**config.mk**
```make
export PLATFORM = sky130hd
export DESIGN_NAME = load_store_unit
export DESIGN_NICKNAME = d
export VERILOG_FILES = /design/src/rtl/lsu_pkg.sv /design/src/rtl/lsu_align.sv /design/src/rtl/load_store_unit.sv
export SDC_FILE = /design/constraint.sdc
export NUM_CORES = 1
export LEC_CHECK = 0
export BUFFER_PORTS_ARGS = -buffer_cell sky130_fd_sc_hd__buf_2
export CORE_ASPECT_RATIO = 1.1
export CORE_UTILIZATION = 51
export CTS_CLUSTER_DIAMETER = 60
export DETAILED_ROUTE_END_ITERATION = 7
export PLACE_DENSITY_LB_ADDON = 0.15
export SETUP_SLACK_MARGIN = 0.3
export SLEW_MARGIN = 20
export SYNTH_ARGS = -nofsm -noshare
export SYNTH_HDL_FRONTEND = slang
export SYNTH_SLANG_ARGS = --single-unit
```
**constraint.sdc**
```tcl
create_clock -name clk -period 5.56 [get_ports clk]
set_clock_uncertainty 0.2 [all_clocks]
set_input_delay 1.668 -clock clk [delete_from_list [all_inputs] [get_ports clk]]
set_output_delay 1.668 -clock clk [all_outputs]
set_load 0.01 [all_outputs]
```
**src/rtl/lsu_pkg.sv**
```systemverilog
// Shared definitions for the load/store unit: funct3 codes, FSM states,
// byte-offset type and the access-legality helper.
package lsu_pkg;

  localparam int WORD_W    = 32;
  localparam int NUM_LANES = WORD_W / 8;

  // RISC-V load/store funct3 encodings
  localparam logic [2:0] F3_B  = 3'b000;
  localparam logic [2:0] F3_H  = 3'b001;
  localparam logic [2:0] F3_W  = 3'b010;
  localparam logic [2:0] F3_BU = 3'b100;
  localparam logic [2:0] F3_HU = 3'b101;

  typedef enum logic [1:0] {
    IDLE = 2'd0,
    REQ  = 2'd1,
    WAIT = 2'd2,
    DONE = 2'd3
  } lsu_state_t;

  typedef logic [1:0] byte_off_t;

  // True when the size/sign code is legal for the op and the address is
  // naturally aligned for that size. Unsigned variants exist only for loads.
  function automatic logic lsu_access_ok(input logic is_load,
                                         input logic [2:0] f3,
                                         input byte_off_t off);
    logic ok;
    ok = 1'b0;
    case (f3)
      F3_B:    ok = 1'b1;
      F3_BU:   ok = is_load;
      F3_H:    ok = ~off[0];
      F3_HU:   ok = is_load & ~off[0];
      F3_W:    ok = (off == 2'b00);
      default: ok = 1'b0;
    endcase
    return ok;
  endfunction

endpackage

```
**src/rtl/lsu_align.sv**
```systemverilog
// Combinational byte-lane steering: replicates store data across lanes and
// builds byte enables; selects and sign/zero-extends the loaded byte/half.
module lsu_align
  import lsu_pkg::*;
(
  input  logic [2:0]           i_funct3,
  input  byte_off_t            i_off,
  input  logic [WORD_W-1:0]    i_store_data,
  input  logic [WORD_W-1:0]    i_rdata,
  output logic [WORD_W-1:0]    o_wdata,
  output logic [NUM_LANES-1:0] o_be,
  output logic [WORD_W-1:0]    o_load_data
);

  logic [7:0]  w_lane [NUM_LANES];
  logic [7:0]  w_byte;
  logic [15:0] w_half;

  // Split the read word into its byte lanes
  genvar gi;
  generate
    for (gi = 0; gi < NUM_LANES; gi++) begin : g_lane
      assign w_lane[gi] = i_rdata[8*gi +: 8];
    end
  endgenerate

  assign w_byte = w_lane[i_off];
  assign w_half = i_off[1] ? i_rdata[31:16] : i_rdata[15:0];

  // Store path: the memory samples only the enabled lanes, so replicating
  // the datum into every lane makes the offset irrelevant for wdata.
  always_comb begin
    o_wdata = i_store_data;
    o_be    = 4'b1111;
    case (i_funct3)
      F3_B: begin
        o_wdata = {4{i_store_data[7:0]}};
        o_be    = 4'b0001 << i_off;
      end
      F3_H: begin
        o_wdata = {2{i_store_data[15:0]}};
        o_be    = 4'b0011 << i_off;
      end
      default: begin
        o_wdata = i_store_data;
        o_be    = 4'b1111;
      end
    endcase
  end

  // Load path: extend the selected byte/half to a full word
  always_comb begin
    o_load_data = i_rdata;
    case (i_funct3)
      F3_B:    o_load_data = {{24{w_byte[7]}}, w_byte};
      F3_BU:   o_load_data = {24'd0, w_byte};
      F3_H:    o_load_data = {{16{w_half[15]}}, w_half};
      F3_HU:   o_load_data = {16'd0, w_half};
      default: o_load_data = i_rdata;
    endcase
  end

endmodule

```
**src/rtl/load_store_unit.sv**
```systemverilog
// Load/store unit sitting after the ALU: turns an EX-stage load/store into a
// req/gnt/rvalid memory transaction and stalls the pipeline until it retires.
module load_store_unit
  import lsu_pkg::*;
#(
  parameter int DATA_WIDTH = 32
) (
  input  logic                  clk,
  input  logic                  reset,
  input  logic                  ExValid,
  input  logic                  Flush,
  input  logic                  MemRead,
  input  logic                  MemWrite,
  input  logic [2:0]            Funct3,
  input  logic [DATA_WIDTH-1:0] ALUResult,
  input  logic [DATA_WIDTH-1:0] StoreData,
  output logic                  Stall,
  output logic                  Done,
  output logic                  LoadValid,
  output logic [DATA_WIDTH-1:0] LoadData,
  output logic                  MemFault,
  output logic                  mem_req,
  output logic                  mem_we,
  output logic [DATA_WIDTH-1:0] mem_addr,
  output logic [3:0]            mem_be,
  output logic [DATA_WIDTH-1:0] mem_wdata,
  input  logic                  mem_gnt,
  input  logic                  mem_rvalid,
  input  logic [DATA_WIDTH-1:0] mem_rdata
);

  lsu_state_t            r_state;
  logic                  r_req;
  logic                  r_we;
  logic [DATA_WIDTH-1:0] r_addr;
  logic [3:0]            r_be;
  logic [DATA_WIDTH-1:0] r_wdata;
  logic [2:0]            r_funct3;
  byte_off_t             r_off;
  logic                  r_done;
  logic                  r_load_valid;
  logic [DATA_WIDTH-1:0] r_load_data;
  logic                  r_fault;

  logic                  w_try;
  logic                  w_legal;
  logic                  w_accept;
  logic                  w_fault;
  logic [DATA_WIDTH-1:0] w_st_wdata;
  logic [3:0]            w_st_be;
  logic [DATA_WIDTH-1:0] w_ld_ext;

  // Store lanes come from the live EX operands; load extraction uses the
  // size/offset captured at accept, since ALUResult has moved on by then.
  lsu_align u_st_align (
    .i_funct3     (Funct3),
    .i_off        (ALUResult[1:0]),
    .i_store_data (StoreData),
    .i_rdata      (mem_rdata),
    .o_wdata      (w_st_wdata),
    .o_be         (w_st_be),
    .o_load_data  ()
  );

  lsu_align u_ld_align (
    .i_funct3     (r_funct3),
    .i_off        (r_off),
    .i_store_data (StoreData),
    .i_rdata      (mem_rdata),
    .o_wdata      (),
    .o_be         (),
    .o_load_data  (w_ld_ext)
  );

  // Accept decode; a simultaneous read+write request is treated as illegal
  assign w_try    = (r_state == IDLE) & ExValid & ~Flush & (MemRead | MemWrite) & ~reset;
  assign w_legal  = ~(MemRead & MemWrite) & lsu_access_ok(MemRead, Funct3, ALUResult[1:0]);
  assign w_accept = w_try & w_legal;
  assign w_fault  = w_try & ~w_legal;

  // Stall covers the accept cycle combinationally, then REQ and WAIT
  assign Stall = w_accept | (r_state == REQ) | (r_state == WAIT);

  assign Done      = r_done;
  assign LoadValid = r_load_valid;
  assign LoadData  = r_load_data;
  assign MemFault  = r_fault;
  assign mem_req   = r_req;
  assign mem_we    = r_we;
  assign mem_addr  = r_addr;
  assign mem_be    = r_be;
  assign mem_wdata = r_wdata;

  // Transaction FSM with registered memory-port and status outputs
  always_ff @(posedge clk) begin
    if (reset) begin
      r_state      <= IDLE;
      r_req        <= 1'b0;
      r_we         <= 1'b0;
      r_addr       <= '0;
      r_be         <= 4'b0000;
      r_wdata      <= '0;
      r_funct3     <= 3'b000;
      r_off        <= 2'b00;
      r_done       <= 1'b0;
      r_load_valid <= 1'b0;
      r_load_data  <= '0;
      r_fault      <= 1'b0;
    end else begin
      r_fault      <= w_fault;
      r_done       <= 1'b0;
      r_load_valid <= 1'b0;
      case (r_state)
        IDLE: begin
          if (w_accept) begin
            r_req    <= 1'b1;
            r_we     <= MemWrite;
            r_addr   <= {ALUResult[DATA_WIDTH-1:2], 2'b00};
            r_be     <= MemWrite ? w_st_be : 4'b1111;
            r_wdata  <= MemWrite ? w_st_wdata : '0;
            r_funct3 <= Funct3;
            r_off    <= ALUResult[1:0];
            r_state  <= REQ;
          end
        end
        REQ: begin
          if (mem_gnt) begin
            r_req <= 1'b0;
            if (r_we) begin
              r_done  <= 1'b1;
              r_state <= DONE;
            end else begin
              r_state <= WAIT;
            end
          end
        end
        WAIT: begin
          if (mem_rvalid) begin
            r_load_data  <= w_ld_ext;
            r_done       <= 1'b1;
            r_load_valid <= 1'b1;
            r_state      <= DONE;
          end
        end
        DONE: begin
          r_state <= IDLE;
        end
        default: begin
          r_state <= IDLE;
        end
      endcase
    end
  end

endmodule
```
==> results.py <==
metrics = {
    "placement": {
        "globalplace.congestion": 0.858,
        "io_buffer_count": 210,
        "place_hpwl_um": 9070,
    },
    "critical_path": {
        "end_kind": "output port",
        "reg2reg_to": "LoadData[12]",
        "worst_path_dominant_cell_family": "compound AO/OA/AOI/OAI gates",
        "r2r-start": "r_off[1]",
        "timing.critical_path.buf_inv": 2,
        "crit_required_ns": 3.69,
        "crit_fanout": 21,
        "arrival_ns": 2.77,
        "path_class": "in2out",
        "slowest_stage": "buf_2",
        "start_kind": "primary input",
        "critical-path-max-stage-delay_ns": 0.31,
        "crit_top_cell": "buf_2",
        "reg2reg_depth": 5,
        "path_cells": "buf_2, o2111ai_1, a21o_2, nand3_1, buf_2",
        "r2r_slack_ns": 2.97,
    },
    "floorplan": {
        "ios": 213,
        "start_util": 0.524,
        "die_area_sq_mm": 0.0100,
        "fp.dieH_um": 105,
        "die_x_um": 95.4,
        "row_count": 37,
        "core_sq_mm": 0.00935,
    },
    "timing": {
        "hold_viol_final": 0,
        "max_freq_mhz": 215,
        "setup_viol": 0,
        "slew_viol_final": 0,
        "tightest_slew_ns": 1.08,
        "min_period_ns": 4.64,
        "maxSlewHeadroom": 0.275,
        "fin_crit_sh": 0.835,
        "rsz0062_at_grt": "false",
        "tns_ns": 0,
    },
    "finish": {
        "final_util": 0.654,
        "fillers": 841,
        "mostFrequentLayoutCell": "buf_2",
        "synthToLayoutAreaGrowth_pct": 24.9,
        "mostFrequentLayoutCells": "buf_2, nand2_1, dfxtp_1, a21oi_1, nor2_1",
        "drive_gt1_frac": 0.362,
        "num_antenna_cells": 0,
        "nNetsFinal": 855,
    },
    "status": {
        "status": "completed",
    },
    "drt": {
        "highest_layer": "met4",
        "finalWirelength_um": 12800,
        "via_count": 4608,
        "routed_via_density": 5.32,
        "met3WireLength_um": 969,
        "wl_per_cell_um": 14.8,
        "firstDrtPassIters": 4,
        "antenna_left": 0,
        "drtIter0Drc": 160,
        "route.detailed.drc": 0,
        "dr_wl_met2_um": 6300,
        "wl_met1_um": 5420,
    },
    "clock_network": {
        "cts_buffers": 9,
        "cts_resized": 0,
        "root_buffer": "clkbuf_8",
        "cts_tree": "built",
        "cts_hold_buf": 0,
        "cts_buffer_depth": 2,
        "insertion_delay_ns": 0.36,
        "cts.clk_slew.worst_paths_ns": 0.10,
        "postCtsSetupBuffers": 0,
        "clock-sinks": 110,
        "htreeDepth": 3,
    },
    "min_path": {
        "hold_path_class": "reg2reg",
        "holdPathEnd": "mem_be[3]",
        "hold_start": "mem_be[3]",
        "holdPathStages": 2,
    },
    "grt": {
        "grt_start_max_net_pins": 94,
        "grt_usage": 0.257,
        "grt-ovfl-total": 0,
        "grt_pass1_vias": 4173,
        "grt_pass1_wl_um": 20200,
        "antenna_found_initial": 0,
    },
    "synth": {
        "async_flop_share": 0,
        "synth_area_sq_mm": 0.00490,
        "seq_area_frac_synth": 0.450,
        "synth_ff_type": "dfxtp_1",
        "synthCells": 564,
        "synth_edf_count": 0,
        "ys_types": 39,
        "yosysWarnings": 0,
        "ys_ff_latch": 110,
        "syn_avg_cell_area_sq_um": 8.68,
    },
    "job": {
        "drv_cap": 0,
    },
    "power": {
        "p_leak_nw": 2.55,
        "power.density_mw_per_mm2": 259,
        "ir_drop_v": 0.000144,
    },
}
[sequential cells by signal, indices dropped and copies added (netlist names)]
name       cells
mem_req        1
Done           1
r_state        2
mem_we         1
LoadData      32
r_off          2
LoadValid      1
r_funct3       3
mem_addr      30
MemFault       1
mem_be         4
mem_wdata     32
[final cells by class]
cell class / count / area [sq um] / area share
inverters: 6 / 22.5 / 0.00368
clock inverters: 4 / 52.6 / 0.00859
flip-flops and latches: 110 / 2200 / 0.360
multi-input cells: 402 / 2450 / 0.400
clock buffers: 12 / 155 / 0.0254
well taps: 117 / 146 / 0.0239
repair buffers: 215 / 1090 / 0.178
[per-layer routing]
layer / GRT usage / vias to the layer above
met5: 0 / -
met1: 0.318 / 2131
met2: 0.433 / 150
met4: 0.0768 / 0
met3: 0.0648 / 12
li1: - / 2315
[stage by stage]
| step | std cells | hold slack, ns | instance area, sq um | total power, mW | setup slack, ns |
|---|---|---|---|---|---|
| after floorplan | 565 | 0.262 | 4900 | 1.00 | 0.943 |
| after global placement | 850 | 0.237 | 5900 | 1.09 | 0.966 |
| after detailed placement | 850 | 0.241 | 5900 | 1.10 | 0.935 |
| after CTS | 866 | 0.257 | 6110 | 1.60 | 0.933 |
| after global routing | 866 | 0.275 | 6120 | 1.66 | 0.842 |
| final | 866 | 0.254 | 6120 | 1.58 | 0.919 |
[cell usage after synthesis, drive strengths merged, types with 3 or more instances]
cell type  instances  area share
nor3               9      0.0092
nand3             19       0.020
nand2b             4      0.0051
inv                6      0.0046
o21ai             26       0.027
mux4               7       0.032
a21oi             60       0.064
mux2              15       0.034
ha                 4       0.010
o2bb2ai           16       0.029
nand2            127       0.097
nor2              39       0.030
buf               21       0.030
a211oi            33       0.062
clkbuf            26       0.020
mux2i             19       0.039
nand3b             7       0.011
dfxtp            110        0.45
a221oi             3      0.0066
[cells by family after synthesis]
kind of cell,after synthesis,synth area share
and+or+nand+nor,209,0.179
AOI/OAI and AO/OA,146,0.200
DFF,110,0.450
buffers and inverters,53,0.0544
muxes,41,0.106
adders and majority gates,4,0.0102
other,1,0.000766
[worst reg2reg max path, delay by kind of cell (launching register included)]
kind,cells,cell delay (ns)
AOI/OAI and AO/OA,2,0.46
DFF,1,0.86
muxes,1,0.30
and+or+nand+nor,2,0.61
[worst max path at each step]
stage / from / end / slack, ns / cells after the start
finish: MemWrite / Stall / 0.92 / 5
global route: MemWrite / Stall / 0.84 / 5
CTS: MemWrite / Stall / 0.93 / 5
detailed placement: MemWrite / Stall / 0.94 / 5
global placement: MemWrite / Stall / 0.97 / 5
floorplan: Funct3[0] / Stall / 0.94 / 8
[power by group]
| group | total, mW | internal [mW] | switching [mW] |
|---|---|---|---|
| logic | 0.254 | 0.109 | 0.145 |
| clock network | 0.504 | 0.236 | 0.268 |
| registers | 0.825 | 0.812 | 0.0132 |
| total | 1.58 | 1.16 | 0.426 |
Note: power is estimated with default switching activity, not from simulation.
